**src/rtl/sa_pkg.sv**
```systemverilog
// Shared sa link constants, used by both the receive and transmit queues.
package sa_pkg;
  localparam int unsigned SA_PKT_W   = 57;
  localparam int unsigned SA_Q_DEPTH = 8;
endpackage

```
**src/rtl/sa_rx_ptr_ctrl.sv**
```systemverilog
// Pointer, occupancy and ready/valid flag control for the sa receive queue.
module sa_rx_ptr_ctrl
  import sa_pkg::*;
#(
  parameter int unsigned DEPTH = SA_Q_DEPTH
) (
  input  logic                       clk,
  input  logic                       rst,
  input  logic                       flush,
  input  logic                       in_vld,
  input  logic                       out_rdy,
  output logic                       in_rdy,
  output logic                       out_vld,
  output logic                       push_c,
  output logic [$clog2(DEPTH)-1:0]   wp,
  output logic [$clog2(DEPTH)-1:0]   rp,
  output logic [$clog2(DEPTH):0]     cnt,
  output logic [$clog2(DEPTH):0]     cnt_nxt_c
);

  localparam int unsigned AW = $clog2(DEPTH);
  localparam int unsigned CW = AW + 1;

  logic          pop_c;
  logic [AW-1:0] wp_nxt;
  logic [AW-1:0] rp_nxt;

  assign push_c = in_vld & in_rdy;
  assign pop_c  = out_vld & out_rdy;

  // Next pointer/occupancy; flush discards any same-cycle push or pop.
  always_comb begin
    wp_nxt    = wp;
    rp_nxt    = rp;
    cnt_nxt_c = cnt;
    if (flush) begin
      wp_nxt    = '0;
      rp_nxt    = '0;
      cnt_nxt_c = '0;
    end else begin
      if (push_c) wp_nxt = wp + AW'(1);
      if (pop_c)  rp_nxt = rp + AW'(1);
      case ({push_c, pop_c})
        2'b10:   cnt_nxt_c = cnt + CW'(1);
        2'b01:   cnt_nxt_c = cnt - CW'(1);
        default: cnt_nxt_c = cnt;
      endcase
    end
  end

  // Flags are registered from the next occupancy so they track cnt exactly.
  always_ff @(posedge clk or posedge rst) begin
    if (rst) begin
      wp      <= '0;
      rp      <= '0;
      cnt     <= '0;
      in_rdy  <= 1'b1;
      out_vld <= 1'b0;
    end else begin
      wp      <= wp_nxt;
      rp      <= rp_nxt;
      cnt     <= cnt_nxt_c;
      in_rdy  <= (cnt_nxt_c != CW'(DEPTH));
      out_vld <= (cnt_nxt_c != CW'(0));
    end
  end

endmodule

```
**src/rtl/sa_rx_queue.sv**
```systemverilog
// In-order receive packet queue for the sa link.
// Optional occupancy high-water mark enabled by SA_RX_QUEUE_HWM_EN.
module sa_rx_queue
  import sa_pkg::*;
#(
  parameter int unsigned PKT_W = SA_PKT_W,
  parameter int unsigned DEPTH = SA_Q_DEPTH
) (
  input  logic                     clk,
  input  logic                     rst,
  input  logic                     flush,
  input  logic                     in_vld,
  output logic                     in_rdy,
  input  logic [PKT_W-1:0]         in_dat,
  output logic                     out_vld,
  input  logic                     out_rdy,
  output logic [PKT_W-1:0]         out_dat,
  output logic [$clog2(DEPTH):0]   count,
  output logic [$clog2(DEPTH):0]   hwm
);

  localparam int unsigned AW = $clog2(DEPTH);
  localparam int unsigned CW = AW + 1;

  logic             push_c;
  logic [AW-1:0]    wp;
  logic [AW-1:0]    rp;
  logic [CW-1:0]    cnt;
  logic [CW-1:0]    cnt_nxt;
  logic [PKT_W-1:0] mem [DEPTH];

  sa_rx_ptr_ctrl #(.DEPTH(DEPTH)) u_ptr (
    .clk       (clk),
    .rst       (rst),
    .flush     (flush),
    .in_vld    (in_vld),
    .out_rdy   (out_rdy),
    .in_rdy    (in_rdy),
    .out_vld   (out_vld),
    .push_c    (push_c),
    .wp        (wp),
    .rp        (rp),
    .cnt       (cnt),
    .cnt_nxt_c (cnt_nxt)
  );

  // Storage is not reset; contents are only observed behind out_vld.
  always_ff @(posedge clk) begin
    if (push_c) mem[wp] <= in_dat;
  end

  assign out_dat = mem[rp];
  assign count   = cnt;

`ifdef SA_RX_QUEUE_HWM_EN
  logic [CW-1:0] hwm_q;

  // Tracks peak occupancy; bounded by DEPTH since cnt never exceeds it.
  always_ff @(posedge clk or posedge rst) begin
    if (rst)                  hwm_q <= '0;
    else if (cnt_nxt > hwm_q) hwm_q <= cnt_nxt;
  end

  assign hwm = hwm_q;
`else
  logic unused_cnt_nxt;
  assign unused_cnt_nxt = ^cnt_nxt;
  assign hwm            = '0;
`endif

endmodule
```
**config.mk**
```make
export PLATFORM = sky130hd
export DESIGN_NAME = sa_rx_queue
export DESIGN_NICKNAME = d
export VERILOG_FILES = /design/src/rtl/sa_pkg.sv /design/src/rtl/sa_rx_ptr_ctrl.sv /design/src/rtl/sa_rx_queue.sv
export SDC_FILE = /design/constraint.sdc
export NUM_CORES = 1
export LEC_CHECK = 0
export CAP_MARGIN = 25
export CORE_MARGIN = 4
export CORE_UTILIZATION = 50
export DETAILED_ROUTE_END_ITERATION = 8
export GPL_TIMING_DRIVEN = 0
export PLACE_DENSITY = 0.81
export SYNTH_ARGS = -nofsm -noshare
export SYNTH_HDL_FRONTEND = slang
export SYNTH_HIERARCHICAL = 1
export SYNTH_SLANG_ARGS = --single-unit
```
**constraint.sdc**
```tcl
create_clock -name clk -period 9.8 [get_ports clk]
set_input_delay 1.47 -clock clk [delete_from_list [all_inputs] [get_ports clk]]
set_output_delay 1.47 -clock clk [all_outputs]
set_load 0.02 [all_outputs]
```
# Word level (Yosys, flattened, before mapping)
# Memories as Yosys holds them, arrays and structs flattened.
# Index checks and enable logic that the tools add are counted.
# classes
n_addsub,4
eq_ne,3
mux,8
bitwise_logic,2
reduce_logical,3
# ops
op,count
$mux 3,4
$pmux 4 s2,1
$add 3x1->3 const B,2
$add 4x1->4 const B,1
$mux 4,1
$ne 4x4->1 const B,1
$reduce_bool 2->1,2
$reduce_bool 4->1,1
$sub 4x1->4 const B,1
$and 1x1->1,2
$eq 2x1->1 const B,1
$eq 2x2->1 const B,1
$mux 1,2
# word_totals
reg_bits,12
ram_bits,456
input_bits,62
output_inout_bits,67
wordCells,26
mem_count,1
# memory_table
memory,words,width,read_ports,rd_ports_with_merged_regs,write_ports,line_no,rtl
mem,8,57,1,0,1,sa_rx_queue.sv:30,logic [PKT_W-1:0] mem [DEPTH];

# Longest topological paths before layout
# Gate-level depths: netlist of the first run.
# logic_depth
word_depth,5
depth_mapped,9

# Modules after synthesis
# Netlist of the first run, hierarchy kept.
# by_module_without_submodules
module,instances,cells_each,area_each_um2
sa_rx_queue,1,677,17181.5
sa_rx_ptr_ctrl,1,67,679.4

# Worst setup path after synthesis of the first run
# Ideal clock, no wire load.
# synth_path
kind,input port to flip-flop
start,input in_vld
end,memory mem[0][0] (netlist bit) (enable)
arrival_time_ps,5669
slack_ps,3589
cell_stages,4
cell_sequence,nand2_1 > inv_1 > nand2b_1 > nor3_1
# synth_via
elab_chain_len,3
# synth_rtl
item,line_no,rtl
"start, declared",sa_rx_queue.sv:12,"input logic in_vld,"
$and 1x1->1,sa_rx_ptr_ctrl.sv:28,assign push_c = in_vld & in_rdy;
net push_c,sa_rx_queue.sv:25,logic push_c;
$mux 1,sa_rx_queue.sv:49,if (push_c) mem[wp] <= in_dat;
$mux 1 (implied by the code),sa_rx_queue.sv:49,
"end, declared",sa_rx_queue.sv:30,
# The timed path passes the listed nets, and every way through them passes these cells.

# Final worst setup path of the first run
# layout_path
start,register u_ptr.rp[2]
end,output out_dat[1]
# layout_via
elab_chain_len,1
# layout_rtl
item,line_no,rtl
"start, declared",sa_rx_ptr_ctrl.sv:16,"output logic [$clog2(DEPTH)-1:0] rp,"
"start signal, assigned",sa_rx_ptr_ctrl.sv:61,rp <= rp_nxt;
$mem_v2 8x57,n/a,
"end, declared",sa_rx_queue.sv:17,"output logic [PKT_W-1:0] out_dat,"
# Every way passes these cells.

==> results of run 1 <==
## how the worst min path moves through the flow
stage           startpoint          end  cells after the start
6_report       u_ptr/rp[2]  u_ptr/rp[2]                      2
5_1_grt        u_ptr/rp[2]  u_ptr/rp[2]                      2
4_1_cts        u_ptr/wp[2]  u_ptr/wp[2]                      2
3_5_place_dp   u_ptr/wp[2]  u_ptr/wp[2]                      2
3_3_place_gp   u_ptr/rp[2]  u_ptr/rp[2]                      2
2_1_floorplan  u_ptr/rp[2]  u_ptr/rp[2]                      2
## worst max-delay path, stage by stage, from the launching register on
cell and delay (ns):
dfrtp_1 0.37, clkbuf_1 0.48, clkbuf_1 0.63, buf_2 0.45, mux4_2 0.36, mux2_2 0.28, clkdlybuf4s50_1 0.59
## cell usage after synthesis, types with 2 or more instances
library cell / count
a21oi_1: 4
buf_2: 12
buf_4: 4
buf_6: 8
clkbuf_1: 15
dfrtp_1: 11
edfxtp_1: 456
ha_1: 5
inv_1: 3
mux2_2: 57
mux2i_1: 2
mux4_2: 114
nand2_1: 9
nand2b_1: 3
nand3_1: 2
nor2_1: 15
nor3_1: 2
nor3b_1: 2
xor2_1: 7
## layout make-up
class,count,area (sq um),share of cell area
buffer,39,236,0.0109
sequential,468,14000,0.642
multi-input combinational,237,3680,0.169
clock buffer,55,1250,0.0573
timing repair buffer,151,1700,0.0779
clock inverter,30,344,0.0158
tap,455,569,0.0261
inverter,3,11.3,0.000517
## kinds of logic (layout without fill, tap and decap cells)
group / Yosys count / count (layout) / share of synthesized area
flops: 468 / 468 / 0.784
mux: 173 / 173 / 0.181
buf+inv: 42 / 278 / 0.0139
simple gates: 37 / 37 / 0.0102
compound gates: 10 / 10 / 0.00392
xor+xnor: 8 / 8 / 0.00392
fa+ha+maj: 5 / 5 / 0.00350
other cells: 1 / 4 / 0.000210
## power breakdown
group          total (mW)  internal, mW  switching, mW
Combinational       0.727         0.375          0.352
Clock                1.82          1.12          0.704
Sequential           2.29          2.27         0.0236
Total                4.84          3.76           1.08
## through the flow
step / setup TNS [ns] / cells
floorplan: 0 / 747
global placement: -87.61 / 1326
detailed placement: 0 / 1353
CTS: 0 / 1438
global route: 0 / 1438
finish: 0 / 1438
## flip-flops by register name, summed over array words and instances (netlist names)
register	count
u_ptr/rp	3
u_ptr/out_vld	1
u_ptr/cnt	4
u_ptr/wp	3
mem	456
u_ptr/in_rdy	1
## layer usage
layer | wire length (um) | share of wire
met3 | 2180 | 0.061
met4 | 582 | 0.016
met5 | 14 | 0.00039
met2 | 18300 | 0.51
met1 | 14900 | 0.41
==> impl_metrics.json, run 1 <==
{
  "placed_area_sq_um": 20200,
  "grt_max_degree": 26,
  "setup.worst_path.end": "out_dat[1]",
  "die_x_um": 197,
  "clk_latency_ns": 0.53,
  "rows": 68,
  "die_y_um": 197,
  "avgSynthCellArea_sq_um": 24.0,
  "maxCapViolCount": 0,
  "finalCritPeriodShare": 0.528,
  "initial_core_util": 0.512,
  "ys_seq_elements": 468,
  "hold_class": "reg -> reg",
  "grtUsageMet1": 0.261,
  "reg2reg_depth": 7,
  "arrival_ns": 3.71,
  "grt-ovfl-total": 0,
  "layout_commonest_cell": "edfxtp_1",
  "cts_root_buffer": "clkbuf_16",
  "ios": 129,
  "synthArstFlopShare": 0.0256,
  "clock-sinks": 468,
  "cp.required_ns": 8.33,
  "start_kind": "flop",
  "timing.rr.end": "mem[0][18]",
  "postCtsSetupBuffers": 0,
  "rrSetupSlack_ns": 7.21,
  "vias": 8236,
  "grt_use_total": 0.188,
  "nets": 1014,
  "powerDensity_nw_per_um2": 222,
  "hold_viol_final": 0,
  "core-area_sq_um": 34900,
  "antenna_found_initial": 1,
  "grt_pass1_wl_um": 54700,
  "drt_iter0_markers": 723,
  "top_usage_layer": "met2",
  "crit_path_end_kind": "primary output",
  "worst_pin_slew_ns": 0.857,
  "dp_hpwl_um": 22000,
  "finalSetupViolCount": 0,
  "vias_per_cell": 5.73,
  "relSlewSlack": 0.428,
  "wire_per_inst_um": 25.1,
  "h-tree-depth": 2,
  "synthFlopType": "edfxtp_1",
  "synth_edf_count": 456,
  "met3_usage": 0.0354,
  "routabilityCongestion": 0.745,
  "drv_slew": 0,
  "postRouteAntennaNets": 0,
  "io_buffers": 124,
  "status": "complete, no violations",
  "fin_total_pwr_mw": 4.84,
  "synth_cell_types": 32,
  "worst_slack_ns": 4.62,
  "synthToLayoutAreaGrowth_pct": 22.0,
  "postCtsHoldBufs": 0,
  "finish.utilization": 0.625,
  "tritoncts": "yes",
  "finalClockSkew_ns": 0.00800,
  "most-common-layout-cells": "edfxtp_1, clkdlybuf4s50_1, mux4_2, mux2_2, clkbuf_16",
  "design_area_sq_um": 21800,
  "syn_area_sq_um": 17900,
  "yosys.area.top_type": "edfxtp_1",
  "die-area_sq_um": 38800,
  "synth.area.top_cells": "edfxtp_1, mux4_2, mux2_2",
  "dr.pass1.iters": 5,
  "numCtsBuffers": 47,
  "ys_seq_area_frac": 0.784,
  "diodes": 0,
  "path_max_fanout": 10,
  "netlist_instances": 744,
  "drt-total-wl_um": 36100,
  "critical_path_class": "reg -> out",
  "cts-resized-gates": 0,
  "synth_largest_type_area_fraction": 0.767,
  "cp-startpoint": "u_ptr/rp[2]",
  "worst_hold_slack_ns": 0.559,
  "drc_errors": 0,
  "cts_buffer_depth": 3,
  "grtUsageMet2": 0.318,
  "clk_pin_slew_ns": 0.06,
  "fmax_mhz": 193,
  "dp_slack_ns": 5.23,
  "fillers": 2369,
  "irDropWorstVdd_v": 0.000165,
  "yosysWarnings": 6,
  "p_leak_nw": 6.93,
  "rsz0062_at_grt": "no",
  "drive_gt1_frac": 0.308,
  "min_period_ns": 5.18,
  "r2r_start": "u_ptr/in_rdy",
  "first_global_vias": 8767
}
No activity file was read; power rests on OpenSTA's default activity.
==> inputs of run 2 (changes only) <==
==> constraint.sdc (replaced) <==
create_clock -name clk -period 5.1 [get_ports clk]
set_input_delay 0.765 -clock clk [delete_from_list [all_inputs] [get_ports clk]]
set_output_delay 0.765 -clock clk [all_outputs]
set_load 0.02 [all_outputs]
==> run 2 against run 1 <==
Effect of this change:
- total power up 84%
- die area unchanged
- first-iteration DRC count down 13%
- largest power group unchanged
- critical path type unchanged
- highest routed layer unchanged
- via count down 1.7%
==> impl_metrics.json, run 2 (synthesized netlist as in run 1, its figures left out) <==
{
  "crit_chain": "clkbuf_1 -> clkbuf_1 -> buf_2 -> mux4_2 -> mux2_2 -> clkdlybuf4s50_1",
  "tritoncts": "yes",
  "hold_viol_final": 0,
  "numCtsBuffers": 47,
  "initial_core_util": 0.512,
  "grt_pass1_wl_um": 54300,
  "finish.utilization": 0.619,
  "start_kind": "flop",
  "critical_path_class": "reg -> out",
  "clk_latency_ns": 0.55,
  "finalSetupViolCount": 0,
  "irDropWorstVdd_v": 0.000325,
  "most-common-layout-cells": "edfxtp_1, clkdlybuf4s50_1, mux4_2, mux2_2, clkbuf_16",
  "timing.rr.end": "mem[6][7]",
  "postCtsHoldBufs": 0,
  "vias_per_cell": 5.67,
  "rrSetupSlack_ns": 2.51,
  "first_global_vias": 8750,
  "core-area_sq_um": 34900,
  "routabilityCongestion": 0.766,
  "crit_path_end_kind": "primary output",
  "p_leak_nw": 6.81,
  "finalClockSkew_ns": 0.0211,
  "grt-ovfl-total": 0,
  "synthToLayoutAreaGrowth_pct": 20.9,
  "die_x_um": 197,
  "clk_pin_slew_ns": 0.06,
  "fillers": 2409,
  "postRouteAntennaNets": 0,
  "clock-sinks": 468,
  "relSlewSlack": 0.364,
  "grt_max_degree": 26,
  "cts-resized-gates": 0,
  "layout_commonest_cell": "edfxtp_1",
  "h-tree-depth": 2,
  "reg_top3": "mem (456), u_ptr/cnt (4)",
  "arrival_ns": 3.70,
  "cp_slowest_cell": "clkbuf_1",
  "drt_iter0_markers": 631,
  "rsz0062_at_grt": "no",
  "drive_gt1_frac": 0.296,
  "cp_common_cell": "clkbuf_1",
  "dr.pass1.iters": 5,
  "io_buffers": 124,
  "r2r_start": "u_ptr/in_rdy",
  "top_register": "mem",
  "min_period_ns": 4.46,
  "setup_tns_ns": 0,
  "dp_hpwl_um": 21900,
  "die-area_sq_um": 38800,
  "fmax_mhz": 224,
  "grt_use_total": 0.187,
  "diodes": 0,
  "largest_reg_flops": 456,
  "nets": 1007,
  "reg2reg_depth": 6,
  "worst_pin_slew_ns": 0.952,
  "hold_class": "in -> async",
  "path_max_fanout": 10,
  "critPathTopFamily": "buffers and inverters",
  "wire_per_inst_um": 25.2,
  "dpl.cell_count": 1346,
  "powerDensity_nw_per_um2": 413,
  "finalCritPeriodShare": 0.875,
  "slowest_delay_ns": 0.63,
  "status": "complete, no violations",
  "rows": 68,
  "drc_errors": 0,
  "maxCapViolCount": 0,
  "cp-startpoint": "u_ptr/rp[2]",
  "cts_buffer_depth": 3,
  "path_buf_inv": 4,
  "vias": 8097,
  "fin_cells": 1427,
  "cp.required_ns": 4.34,
  "antenna_found_initial": 2,
  "die_y_um": 197,
  "ios": 129,
  "cts_root_buffer": "clkbuf_16",
  "drt-total-wl_um": 35900,
  "postCtsSetupBuffers": 0,
  "drv_slew": 0
}
run 2: cell count changes in the layout (fill, tap and decap cells not counted), sizes merged:
cell      previous run  this run
clkbuf              70        72
buf                 51        44
clkinv              20        21
bufinv               8         1
clkinvlp             2         1
inv                  3         4
run 2: per-stage QoR:
| step | power, mW | hold WS, ns | area [sq um] | setup WS [ns] |
|---|---|---|---|---|
| after CTS | 9.01 | 0.505 | 21600 | 0.512 |
| after detailed placement | 5.90 | 0.547 | 20200 | 1.12 |
| after global placement | 5.84 | 0.528 | 19700 | -1.98 |
| after global routing | 9.27 | 0.540 | 21600 | 0.455 |
| after floorplan | 5.34 | 0.503 | 17900 | 1.12 |
| final | 8.91 | 0.517 | 21600 | 0.637 |
run 2: layout make-up:
type,count,area [sq um],area share
Sequential cell,468,14000,0.648
Multi-Input combinational cell,237,3700,0.171
Timing Repair Buffer,144,1690,0.0785
Clock buffer,57,1230,0.0572
Tap cell,455,569,0.0264
Buffer,39,236,0.0110
Clock inverter,24,150,0.00695
Inverter,3,11.3,0.000522
run 2: worst max-delay path by stage:
stage	to	slack, ns	cells past startpoint
after floorplan	mem[1][0]	1.12	4
after global placement	mem[6][18]	-1.98	5
after detailed placement	out_dat[28]	1.12	6
after CTS	out_dat[28]	0.51	6
after global routing	out_dat[28]	0.45	6
final	out_dat[0]	0.64	6
run 2: per-layer routing:
metal  track usage  routed length, um  vias up
met5             0                 26        -
met2         0.318              18500      304
met3        0.0386               2540       52
met4        0.0406                628        4
li1              -                  -     3540
met1         0.256              14200     4197
run 2: worst register-to-register path, stage by stage, from the launching register on:
cell and delay (ns):
dfstp_2 0.55, nand2_1 0.14, inv_1 0.14, nand2_1 0.24, nor2_4 0.70, buf_12 0.28, buf_12 0.22
run 2: report_power, final:
| part | internal (mW) | switching, mW | leakage (nW) |
|---|---|---|---|
| logic | 0.732 | 0.670 | 1.84 |
| clock network | 1.76 | 1.35 | 0.676 |
| registers | 4.36 | 0.0464 | 4.30 |
==> inputs of run 3 (changes only) <==
--- a/config.mk
+++ b/config.mk
@@ -10,7 +10,7 @@
 export CORE_UTILIZATION = 50
 export DETAILED_ROUTE_END_ITERATION = 8
 export GPL_TIMING_DRIVEN = 0
-export PLACE_DENSITY = 0.81
+export PLACE_DENSITY = 0.83
 export SYNTH_ARGS = -nofsm -noshare
 export SYNTH_HDL_FRONTEND = slang
 export SYNTH_HIERARCHICAL = 1
==> constraint.sdc (replaced) <==
create_clock -name clk -period 3.6 [get_ports clk]
set_input_delay 0.54 -clock clk [delete_from_list [all_inputs] [get_ports clk]]
set_output_delay 0.54 -clock clk [all_outputs]
set_load 0.02 [all_outputs]
==> run 3 against run 2 <==
Effect of this change:
- die area unchanged
- non-clock buffer count unchanged
- hold slack got worse by 0.21 ns
- clock skew decreased by 0.0023 ns
- core utilization increased by 0.30 points
- cell count decreased by 0.14%
- global-route usage decreased by 0.10 points
- first-iteration DRC count increased by 8.6%
- wire length decreased by 0.41%
- via count increased by 1.3%
- clock power increased by 43%
- sequential cell count unchanged
==> impl_metrics.json, run 3 (synthesized netlist as in run 1, its figures left out) <==
{
  "status": "complete, no violations",
  "drc_errors": 0,
  "cp_common_cell": "buf_2",
  "grt_pass1_wl_um": 54100,
  "grt_use_total": 0.186,
  "die_y_um": 197,
  "pwr-share-seq": 0.492,
  "drt-total-wl_um": 35800,
  "crit_path_end_kind": "primary output",
  "grtUsageMet2": 0.319,
  "multi_input_area_sq_um": 3700,
  "setup_tns_ns": 0,
  "r2r_start": "u_ptr/in_rdy",
  "die_x_um": 197,
  "drv_slew": 0,
  "finalCritPeriodShare": 0.971,
  "relSlewSlack": 0.351,
  "p_int_mw": 9.79,
  "hold_class": "in -> async",
  "crit_chain": "buf_2 -> buf_2 -> mux4_2 -> mux2_2 -> clkdlybuf4s50_1",
  "top_usage_layer": "met2",
  "tritoncts": "yes",
  "nets": 1006,
  "placed_area_sq_um": 20200,
  "grt-ovfl-total": 0,
  "core-area_sq_um": 34900,
  "timing.rr.end": "mem[7][27]",
  "fmax_mhz": 286,
  "finalSetupViolCount": 0,
  "reg2reg_depth": 6,
  "met3_usage": 0.0332,
  "vias_per_cell": 5.75,
  "critPathTopFamily": "buffers and inverters",
  "path_max_fanout": 10,
  "powerDensity_nw_per_um2": 584,
  "fillers": 2387,
  "layout_commonest_cell": "edfxtp_1",
  "antenna_found_initial": 4,
  "finalClockSkew_ns": 0.0187,
  "cts_root_buffer": "clkbuf_16",
  "routabilityCongestion": 0.751,
  "largest_reg_flops": 456,
  "drive_gt1_frac": 0.305,
  "design_area_sq_um": 21700,
  "h-tree-depth": 2,
  "worst_pin_slew_ns": 0.972,
  "path_buf_inv": 3,
  "grt_max_degree": 26,
  "arrival_ns": 2.95,
  "worst_slack_ns": 0.106,
  "ios": 129,
  "cts_buffer_depth": 3,
  "seqCellArea_sq_um": 14000,
  "slowest_delay_ns": 0.54,
  "io_buffers": 124,
  "rows": 68,
  "combPwrFrac": 0.157,
  "hold_viol_final": 0,
  "postRouteAntennaNets": 0,
  "irDropWorstVdd_v": 0.000447,
  "maxCapViolCount": 0,
  "die-area_sq_um": 38800,
  "grtUsageMet1": 0.255,
  "top_register": "mem",
  "postCtsSetupBuffers": 0,
  "first_global_vias": 8723,
  "initial_core_util": 0.512,
  "wire_per_inst_um": 25.1,
  "clk_pin_slew_ns": 0.06,
  "rrSetupSlack_ns": 0.88,
  "dp_slack_ns": -0.0506,
  "fin_cells": 1425,
  "synthToLayoutAreaGrowth_pct": 21.5,
  "cp_slowest_cell": "dfrtp_2",
  "power.switching_mw": 2.87,
  "most-common-layout-cells": "edfxtp_1, mux4_2, clkdlybuf4s50_1, mux2_2, clkbuf_16",
  "start_kind": "flop",
  "netSwitchingFraction": 0.227,
  "clock-sinks": 468,
  "cp-startpoint": "u_ptr/rp[2]",
  "numCtsBuffers": 46,
  "min_period_ns": 3.49,
  "dpl.cell_count": 1347,
  "rsz0062_at_grt": "no",
  "dr.pass1.iters": 5,
  "clk_latency_ns": 0.54,
  "dp_hpwl_um": 21900,
  "vias": 8199,
  "reg_top3": "mem (456), u_ptr/cnt (4)",
  "pwr-share-clk": 0.351,
  "drt_iter0_markers": 685,
  "cp.required_ns": 3.06,
  "p_leak_nw": 7.04,
  "critical_path_class": "reg -> out"
}
run 3: cell count changes in the layout (fill, tap and decap cells not counted), sizes merged:
cell,previous run,this run
buf,44,41
bufinv,1,3
clkbuf,72,75
clkdlybuf4s50,124,99
clkinv,21,15
clkinvlp,1,0
diode,0,2
dlygate4sd2,0,4
dlymetal6s2s,0,21
inv,4,5
run 3: power groups by stage:
stage	Sequential, mW	Combinational [mW]	Clock [mW]
2_1_floorplan	6.36	1.20	0
3_3_place_gp	6.36	1.91	0
3_5_place_dp	6.35	2.01	0
4_1_cts	6.24	2.02	4.53
5_1_grt	6.25	2.13	4.78
6_report	6.24	1.99	4.44
run 3: routing by layer:
layer / vias to the layer above / share of wire
li1: 3530 / -
met1: 4342 / 0.41
met2: 261 / 0.51
met3: 62 / 0.057
met4: 4 / 0.020
met5: - / 0.00092
run 3: worst max-delay path by stage:
stage / to / slack (ns) / depth (start not counted)
global placement: mem[6][21] / -3.19 / 5
detailed placement: out_dat[26] / -0.05 / 6
global route: out_dat[37] / 0.0003 / 5
CTS: out_dat[26] / -0.03 / 6
floorplan: mem[1][0] / -0.22 / 4
finish: out_dat[37] / 0.11 / 5
run 3: metrics by stage:
stage,hold slack (ns),power (mW),util
3_5_place_dp,0.525,8.36,0.579
4_1_cts,0.314,12.8,0.619
3_3_place_gp,0.530,8.27,0.565
2_1_floorplan,0.404,7.56,-
5_1_grt,0.344,13.2,0.622
6_report,0.307,12.7,0.622
run 3: cell type report:
type	count	share of cell area
well taps	455	0.0262
clock inverters	20	0.00790
multi-input cells	237	0.170
flip-flops and latches	468	0.645
plain buffers	38	0.0136
inverters	3	0.000519
diodes	2	0.000231
repair buffers	145	0.0799
clock buffers	57	0.0559
run 3: what timing repair did:
item                       CTS  global route
hold buffers                 0             0
resized for setup           15            38
pin swaps                    0             0
setup endpoints to repair   57            48
gates cloned                 0             0
